--- src/rtl/jtag_master.sv ---
// JTAG master: turns TAP_RESET / IDLE_WAIT / SHIFT_IR / SHIFT_DR commands into
// registered TMS/TDI slots, captures TDO and mirrors the target TAP state.
module jtag_master (
  input  logic        TCK,
  input  logic        TRST,
  input  logic        cmd_valid,
  output logic        cmd_ready,
  input  logic [1:0]  cmd_type,
  input  logic [4:0]  cmd_len,
  input  logic [31:0] cmd_data,
  output logic        TMS,
  output logic        TDI,
  input  logic        TDO,
  output logic        rsp_valid,
  output logic [31:0] rsp_data,
  output logic [3:0]  tap_state
);

  localparam int unsigned DW = 32;
  localparam int unsigned CW = 5;

  localparam logic [1:0] CMD_TAP_RESET = 2'b00;
  localparam logic [1:0] CMD_IDLE_WAIT = 2'b01;
  localparam logic [1:0] CMD_SHIFT_IR  = 2'b10;

  typedef enum logic [2:0] {
    INIT_RESET = 3'd0,
    READY      = 3'd1,
    PREAMBLE   = 3'd2,
    SHIFT      = 3'd3,
    POSTAMBLE  = 3'd4,
    IDLE_RUN   = 3'd5
  } ctrl_e;

  typedef enum logic [3:0] {
    TAP_TLR     = 4'd0,  TAP_RTI     = 4'd1,  TAP_SEL_DR  = 4'd2,  TAP_CAP_DR  = 4'd3,
    TAP_SH_DR   = 4'd4,  TAP_EX1_DR  = 4'd5,  TAP_PAU_DR  = 4'd6,  TAP_EX2_DR  = 4'd7,
    TAP_UPD_DR  = 4'd8,  TAP_SEL_IR  = 4'd9,  TAP_CAP_IR  = 4'd10, TAP_SH_IR   = 4'd11,
    TAP_EX1_IR  = 4'd12, TAP_PAU_IR  = 4'd13, TAP_EX2_IR  = 4'd14, TAP_UPD_IR  = 4'd15
  } tap_e;

  // IEEE 1149.1 TAP transition for one TCK edge.
  function automatic tap_e tap_next(input tap_e s, input logic tms);
    case (s)
      TAP_TLR:    tap_next = tms ? TAP_TLR    : TAP_RTI;
      TAP_RTI:    tap_next = tms ? TAP_SEL_DR : TAP_RTI;
      TAP_SEL_DR: tap_next = tms ? TAP_SEL_IR : TAP_CAP_DR;
      TAP_CAP_DR: tap_next = tms ? TAP_EX1_DR : TAP_SH_DR;
      TAP_SH_DR:  tap_next = tms ? TAP_EX1_DR : TAP_SH_DR;
      TAP_EX1_DR: tap_next = tms ? TAP_UPD_DR : TAP_PAU_DR;
      TAP_PAU_DR: tap_next = tms ? TAP_EX2_DR : TAP_PAU_DR;
      TAP_EX2_DR: tap_next = tms ? TAP_UPD_DR : TAP_SH_DR;
      TAP_UPD_DR: tap_next = tms ? TAP_SEL_DR : TAP_RTI;
      TAP_SEL_IR: tap_next = tms ? TAP_TLR    : TAP_CAP_IR;
      TAP_CAP_IR: tap_next = tms ? TAP_EX1_IR : TAP_SH_IR;
      TAP_SH_IR:  tap_next = tms ? TAP_EX1_IR : TAP_SH_IR;
      TAP_EX1_IR: tap_next = tms ? TAP_UPD_IR : TAP_PAU_IR;
      TAP_PAU_IR: tap_next = tms ? TAP_EX2_IR : TAP_PAU_IR;
      TAP_EX2_IR: tap_next = tms ? TAP_UPD_IR : TAP_SH_IR;
      default:    tap_next = tms ? TAP_SEL_DR : TAP_RTI;
    endcase
  endfunction

  ctrl_e          state_q, state_d;
  logic [CW-1:0]  cnt_q, cnt_d;
  logic           tms_q, tms_d;
  logic           tdi_q, tdi_d;
  logic           ready_q, ready_d;
  logic           rsp_valid_q, rsp_valid_d;
  logic [DW-1:0]  rsp_data_q, rsp_data_d;
  tap_e           tap_q, tap_d;
  logic [1:0]     type_q, type_d;
  logic [CW-1:0]  len_q, len_d;
  logic [DW-1:0]  data_q, data_d;
  logic [DW-1:0]  cap_q, cap_d;
  logic           sh_act_q, sh_act_d;
  logic [CW-1:0]  sh_idx_q, sh_idx_d;
  logic           accept_c;

  assign accept_c = cmd_valid && ready_q;

  // Target TAP mirror: the target samples the slot currently on TMS.
  always_comb begin
    tap_d = tap_next(tap_q, tms_q);
  end

  // Controller: state/cnt name the next slot to issue; each edge issues one slot.
  always_comb begin
    state_d     = state_q;
    cnt_d       = cnt_q;
    tms_d       = 1'b0;
    tdi_d       = 1'b0;
    rsp_valid_d = 1'b0;
    rsp_data_d  = rsp_data_q;
    type_d      = type_q;
    len_d       = len_q;
    data_d      = data_q;
    cap_d       = cap_q;
    sh_act_d    = 1'b0;
    sh_idx_d    = sh_idx_q;

    // TDO is sampled at the edge that ends a shift slot.
    if (sh_act_q) cap_d[sh_idx_q] = TDO;

    case (state_q)
      INIT_RESET: begin
        tms_d = (cnt_q != 5'd5);
        cnt_d = cnt_q + 5'd1;
        if (cnt_q == 5'd5) begin
          state_d = READY;
          cnt_d   = '0;
        end
      end
      READY: begin
        // First READY edge after a shift's final slot reports the capture.
        if (!ready_q && type_q[1]) begin
          rsp_valid_d = 1'b1;
          rsp_data_d  = cap_q;
        end
        if (accept_c) begin
          type_d = cmd_type;
          len_d  = cmd_len;
          data_d = cmd_data;
          cap_d  = '0;
          cnt_d  = 5'd1;
          case (cmd_type)
            CMD_TAP_RESET: begin
              tms_d   = 1'b1;
              state_d = INIT_RESET;
            end
            CMD_IDLE_WAIT: begin
              tms_d   = 1'b0;
              state_d = (cmd_len == 5'd0) ? READY : IDLE_RUN;
            end
            default: begin
              tms_d   = 1'b1;
              state_d = PREAMBLE;
            end
          endcase
        end
      end
      PREAMBLE: begin
        // IR path walks SelDR->SelIR->CapIR->ShIR, DR path SelDR->CapDR->ShDR.
        tms_d = (type_q == CMD_SHIFT_IR) && (cnt_q == 5'd1);
        cnt_d = cnt_q + 5'd1;
        if (cnt_q == ((type_q == CMD_SHIFT_IR) ? 5'd3 : 5'd2)) begin
          state_d = SHIFT;
          cnt_d   = '0;
        end
      end
      SHIFT: begin
        tms_d    = (cnt_q == len_q);
        tdi_d    = data_q[cnt_q];
        sh_act_d = 1'b1;
        sh_idx_d = cnt_q;
        cnt_d    = cnt_q + 5'd1;
        if (cnt_q == len_q) begin
          state_d = POSTAMBLE;
          cnt_d   = '0;
        end
      end
      POSTAMBLE: begin
        tms_d = (cnt_q == 5'd0);
        cnt_d = cnt_q + 5'd1;
        if (cnt_q != 5'd0) begin
          state_d = READY;
          cnt_d   = '0;
        end
      end
      IDLE_RUN: begin
        tms_d = 1'b0;
        cnt_d = cnt_q + 5'd1;
        if (cnt_q == len_q) begin
          state_d = READY;
          cnt_d   = '0;
        end
      end
      default: begin
        state_d = INIT_RESET;
        cnt_d   = '0;
        tms_d   = 1'b1;
      end
    endcase

    ready_d = (state_q == READY) && !accept_c && (tap_d == TAP_RTI);
  end

  // State and output registers with synchronous reset.
  always_ff @(posedge TCK) begin
    if (TRST) begin
      state_q     <= INIT_RESET;
      cnt_q       <= '0;
      tms_q       <= 1'b1;
      tdi_q       <= 1'b0;
      ready_q     <= 1'b0;
      rsp_valid_q <= 1'b0;
      rsp_data_q  <= '0;
      tap_q       <= TAP_TLR;
      type_q      <= CMD_TAP_RESET;
      len_q       <= '0;
      data_q      <= '0;
      cap_q       <= '0;
      sh_act_q    <= 1'b0;
      sh_idx_q    <= '0;
    end else begin
      state_q     <= state_d;
      cnt_q       <= cnt_d;
      tms_q       <= tms_d;
      tdi_q       <= tdi_d;
      ready_q     <= ready_d;
      rsp_valid_q <= rsp_valid_d;
      rsp_data_q  <= rsp_data_d;
      tap_q       <= tap_d;
      type_q      <= type_d;
      len_q       <= len_d;
      data_q      <= data_d;
      cap_q       <= cap_d;
      sh_act_q    <= sh_act_d;
      sh_idx_q    <= sh_idx_d;
    end
  end

  assign cmd_ready = ready_q;
  assign TMS       = tms_q;
  assign TDI       = tdi_q;
  assign rsp_valid = rsp_valid_q;
  assign rsp_data  = rsp_data_q;
  assign tap_state = 4'(tap_q);

endmodule
--- config.mk ---
export PLATFORM = sky130hd
export DESIGN_NAME = jtag_master
export DESIGN_NICKNAME = d
export VERILOG_FILES = /design/src/rtl/jtag_master.sv
export SDC_FILE = /design/constraint.sdc
export NUM_CORES = 1
export LEC_CHECK = 0
export BUFFER_PORTS_ARGS = -buffer_cell sky130_fd_sc_hd__buf_2
export CORE_UTILIZATION = 26
export DETAILED_ROUTE_END_ITERATION = 8
export GPL_TIMING_DRIVEN = 0
export SLEW_MARGIN = 10
export SYNTH_ARGS = -nofsm -noshare
export SYNTH_HDL_FRONTEND = slang
export SYNTH_SLANG_ARGS = --single-unit
--- constraint.sdc ---
create_clock -name TCK -period 1.75 [get_ports TCK]
set_input_delay 0.35 -clock TCK [delete_from_list [all_inputs] [get_ports TCK]]
set_output_delay 0.35 -clock TCK [all_outputs]
set_load 0.1 [all_outputs]
-- Yosys cells after proc, flatten, opt, wreduce, memory -nomap -nowiden
Cells that the tools add are included.
- register bits after elaboration: 125
- output and inout bits: 40
- word-level logic and storage cells: 115
- add/sub/neg operators: 1
- order comparisons: 3
- equality and inequality tests: 31
- multiplexer cells: 42
- bitwise logic cells: 2
- reduce and logical (&&, ||, !) cells: 22
- operators with widths (kind ; count):
    $mux W32 ; 3
    $pmux W4 S11 ; 1
    $bwmux W32 ; 1
    $mux W3 ; 9
    $mux W5 ; 5
    $pmux W5 S5 ; 1
    $eq A4 B4 Y1 const B ; 6
    $pmux W3 S6 ; 1
    $eq A4 B3 Y1 const B ; 4
    $mux W4 ; 4
    $lt A5 B6 Y1 const B ; 2
    $ne A2 B2 Y1 const B ; 6
    $logic_not A5 Y1 ; 2
    $mux W1 ; 10
    $reduce_or A2 Y1 ; 5
    $eq A4 B2 Y1 const B ; 2
    $eq A3 B2 Y1 const B ; 2
    $eq A3 B3 Y1 const B ; 2
    $logic_and A1 B1 Y1 ; 6
    $mux W2 ; 3
    $pmux W1 S6 ; 1
    $pmux W3 S2 ; 1
    $reduce_and A6 Y1 ; 1
    $add A5 B1 Y5 const B ; 1
    19 further kinds ; 22

-- Longest topological paths before layout
- word-level depth: 8
- depth in mapped cells: 8
- mapped depth without buffers: 7

-- Worst setup path before layout
OpenSTA, ideal clock, no wires.
- path kind: reg-to-reg
- start: register tms_q, in the netlist TMS
- end: register ready_q, in the netlist cmd_ready
- setup time: 0.115 ns
- arrival time: 2.016 ns
- required time: 1.635 ns
- path slack: -0.382 ns
- stages on the path, launching flop included: 8
- path buffers: 1
- cell sequence: dfxtp_1 clkbuf_1 inv_1 a21oi_1 a21oi_1 o22ai_1 a311oi_1 and3_1
- longest elaborated chain between the ends: 4
- ends and longest elaborated chain (what ; line ; text):
    from (decl) ; 66 ; logic tms_q, tms_d;
    from (signal assigned) ; 208 ; tms_q <= tms_d;
    $mux W2, or another cell as far along ; n/a ;
    $pmux W4 S11 (*) ; 44 ; case (s)
    $eq A4 B1 Y1 (*) ; 185 ; ready_d = (state_q == READY) && !accept_c && (tap_d == TAP_RTI);
    $logic_and A1 B1 Y1 (*) ; 185 ;
    to (signal assigned) ; 210 ; ready_q <= ready_d;
    to (decl) ; 68 ; logic ready_q, ready_d;
Every way passes the cells marked *; elsewhere a longest branch is shown, timed or not.
A chain may end at the register's enable or synchronous reset.

-- Worst setup path in the final report
- start: register cnt_q[0]
- end: register tdi_q, in the netlist TDI
- longest elaborated chain between the ends: 2
- ends and longest elaborated chain (what ; line ; text):
    from (decl) ; 65 ; logic [CW-1:0] cnt_q, cnt_d;
    from (signal assigned) ; 207 ; cnt_q <= cnt_d;
    $bmux W1 S5 ; 153 ; tdi_d = data_q[cnt_q];
    $mux W1 (implied by the code) ; 153 ;
    to (signal assigned) ; 209 ; tdi_q <= tdi_d;
    to (decl) ; 67 ; logic tdi_q, tdi_d;
No other way between the ends. The select of a mux whose other input is x is not followed.

==> impl_summary.txt <==
----------------------------------------------------
[Synth]
  Post-synthesis mux area share ... 4.21%
  Post-Synthesis Cells ... 690
  Number of synthesized flops with an enable pin ... 0
  Top cells by instance count after synthesis ... sky130_fd_sc_hd__nand2_1 (214), sky130_fd_sc_hd__dfxtp_1 (125), sky130_fd_sc_hd__a21oi_1 (120)
  Largest area contributor in the netlist ... sky130_fd_sc_hd__dfxtp_1
  Top cell type's share of synthesized area ... 47.0%
  Cell area after technology mapping ... 5320 µm²
  Largest family of logic cells by synthesized area ... simple AND/OR/NAND/NOR gates
  Top FF cell, synth ... sky130_fd_sc_hd__dfxtp_1
  Total nets after synthesis ... 736
  Top post-synthesis cells by area ... sky130_fd_sc_hd__dfxtp_1 (47%), sky130_fd_sc_hd__nand2_1 (15%), sky130_fd_sc_hd__a21oi_1 (11%)
  Synth Warn # ... 0
  Simple-gate share of the synthesized area ... 24.8%
  Library cell with the highest instance count after synthesis ... sky130_fd_sc_hd__nand2_1
  Fraction of the mapped netlist area in compound gates ... 17.4%
  Seq/Total Area, Yosys ... 47.0%
  Flip-flop and latch count after synthesis ... 125
  Count of cell types in the netlist ... 42
  Share of synthesized cell area in full adder, half adder and majority cells ... 0.706%
  Xor/xnor share of the synthesized area ... 1.15%
  Synthesized area per cell ... 7.71 µm²
  Proportion of register bits with asynchronous set or reset after synthesis ... 0%

[Setup path]
  Critical Path AT ... 2160 ps
  Required time at the worst-slack endpoint ... 2050 ps
  Kind of start point of the critical path ... flop
  Number of cells on the worst reg-to-reg path ... 5
  Classification of the worst setup path ... reg2reg
  Top fanout value on the critical path ... 4
  Category of the worst setup path capture point ... flop

[Route]
  Drt via density ... 4.61
  Mean routed wirelength per cell ... 13.4 µm
  Total wire length ... 14500 µm
  Number of violations reported at the end of detailed-routing iteration 0 ... 293
  DRC ... 0
  Remaining antenna violation count ... 0
  Detailed Routing Iterations Pass 1 ... 5
  Vias after detailed routing ... 4991

[Finish]
  Number of non-filler instances in the completed layout ... 1083
  Final cell utilization of the core ... 36.0%
  Area growth, synth to finish ... 33.8%
  Post-layout nets ... 849
  Post-route cell area ... 7120 µm²
  Proportion of layout cells with a drive suffix above 1 ... 26.2%

[STA]
  Max-slew headroom ... 59.4%
  Final critical-path share of the clock period ... 106%
  Final total negative setup slack ... -192 ps
  Worst hold margin ... 173 ps
  Final worst path period need ... 1860 ps
  Maximum clock frequency ... 538 MHz
  Slew Limit Fails ... 0
  Final Skew ... 6.06 ps
  Setup slack of the critical path after layout ... -107 ps
  Final setup violation count ... 3
  Slew at the pin closest to its max-slew limit ... 609 ps
  Hold violation total from the final report ... 0
  RSZ-0062 raised after global routing ... true

[Power and ir drop]
  Max rail drop VDD ... 0.430 mV
  Lkg Pwr ... 2.52 nW
  Final total power ... 6.99 mW
  Power density over the cells ... 983 nW/µm²

[Place]
  Detail Placement HPWL ... 10000 µm
  Weighted congestion reported at the end of routability-driven placement ... 0.835
  Dpl cell area ... 6080 µm²
  Worst-case setup slack after placement ... -579 ps
  PortBufs ... 82
  Total placed cells including tap cells ... 1037

[Floorplanning]
  Row cnt ... 51
  Die H ... 145 µm
  Area inside the core boundary ... 19800 µm²
  # IOs ... 83
  Die extent in x ... 145 µm
  Floorplan die area ... 21000 µm²
  Starting utilization of the core area ... 26.9%

[Clocking]
  Clock slew seen by the registers of the worst setup and hold paths ... 60 ps
  Clock tree sinks ... 125
  Largest buffer count on any clock path ... 2
  CTS root buf ... sky130_fd_sc_hd__clkbuf_16
  Clock insertion delay at the later pin of the skew report ... 410 ps
  Total of hold buffers inserted after clock tree synthesis ... 0
  CTS tree ... built
  Cts bufs inserted ... 17
  H-tree Lvls ... 4

[GRT]
  Via count of the first global-routing pass ... 4722
  Wire length of the first global-routing pass ... 23600 µm
  Overall routing resource usage ... 14.0%
  Leftover overflow at the end of global routing ... 0
  Antenna violations before repair ... 1
  Largest net degree at the start of global routing ... 17

[Status]
  Status ... finished, violations left
  Failing checks ... setup timing

[Job]
  Max-capacitance violation count ... 0

[Hold path]
  Hold path cells ... 3
  Classification of the worst-slack hold path ... in2reg

----------------------------------------------------
==> worst paths after layout <==
check | start | to | slack [ps]
max | cnt_q[0] | TDI | -110
max reg2reg | cnt_q[0] | TDI | -110
min reg2reg | cap_q[12] | rsp_data[12] | 450
min | cmd_data[14] | data_q[14] | 170
==> flip-flops by register name, indices dropped and copies added (netlist names) <==
name and count:
type_q 2, rsp_data 32, sh_idx_q 5, tap_state 4, cap_q 32, cnt_q 5
sh_act_q 1, TDI 1, TMS 1, cmd_ready 1, len_q 5, data_q 32
rsp_valid 1, state_q 3
==> layout by cell type, fill, tap and decap left out, types with 9 or more instances in the layout <==
| cell | Yosys | layout |
|---|---|---|
| sky130_fd_sc_hd__nand3_1 | 31 | 28 |
| sky130_fd_sc_hd__nor2_1 | 37 | 34 |
| sky130_fd_sc_hd__dfxtp_1 | 125 | 114 |
| sky130_fd_sc_hd__buf_4 | 0 | 12 |
| sky130_fd_sc_hd__a21oi_1 | 120 | 115 |
| sky130_fd_sc_hd__o21ai_0 | 23 | 23 |
| sky130_fd_sc_hd__buf_2 | 10 | 88 |
| sky130_fd_sc_hd__nand2_1 | 214 | 212 |
| sky130_fd_sc_hd__clkbuf_16 | 0 | 17 |
| sky130_fd_sc_hd__clkbuf_1 | 36 | 26 |
| sky130_fd_sc_hd__mux4_2 | 9 | 9 |
==> critical path, cell delays in order, from the launching register on <==
cell	delay, ps
sky130_fd_sc_hd__dfxtp_4	380
sky130_fd_sc_hd__buf_12	120
sky130_fd_sc_hd__mux4_2	500
sky130_fd_sc_hd__mux4_2	520
sky130_fd_sc_hd__a21oi_4	170
sky130_fd_sc_hd__nor3_2	60
==> logic make-up (layout without fill, tap and decap cells) <==
logic type | after synthesis | count (layout)
mux | 11 | 11
flops | 125 | 125
simple gates | 317 | 317
other cells | 0 | 2
fa+ha+maj | 3 | 3
buf+inv | 59 | 185
compound gates | 168 | 168
xor+xnor | 7 | 7
==> area by class of cell <==
type | instances | area [µm²]
tap | 265 | 332
fill | 2080 | 12700
multi-input combinational | 506 | 2810
antenna | 2 | 5.00
inverter | 6 | 25.0
timing repair buffer | 97 | 549
sequential | 125 | 2520
buffer | 50 | 275
clock buffer | 20 | 467
clock inverter | 12 | 136
==> repair_timing <==
action,CTS,global route
gates resized for setup,38,52
endpoints found under the setup margin,112,111
pin swaps,10,19
setup buffers,11,4
==> power by group <==
part | switching [mW] | leakage [nW] | internal (mW)
logic | 0.314 | 1.22 | 0.218
clock network | 1.35 | 0.289 | 2.22
registers | 0.0245 | 1.01 | 2.87
total | 1.69 | 2.52 | 5.30
==> metal layers <==
layer,global-route usage (%),part of all wire [%],up-vias
met5,0,0,-
met4,4.95,0.91,0
met3,4.81,6.8,9
met2,21.9,45,120
met1,17.9,47,2302
li1,-,-,2560
(Power assumes the default switching activity.)
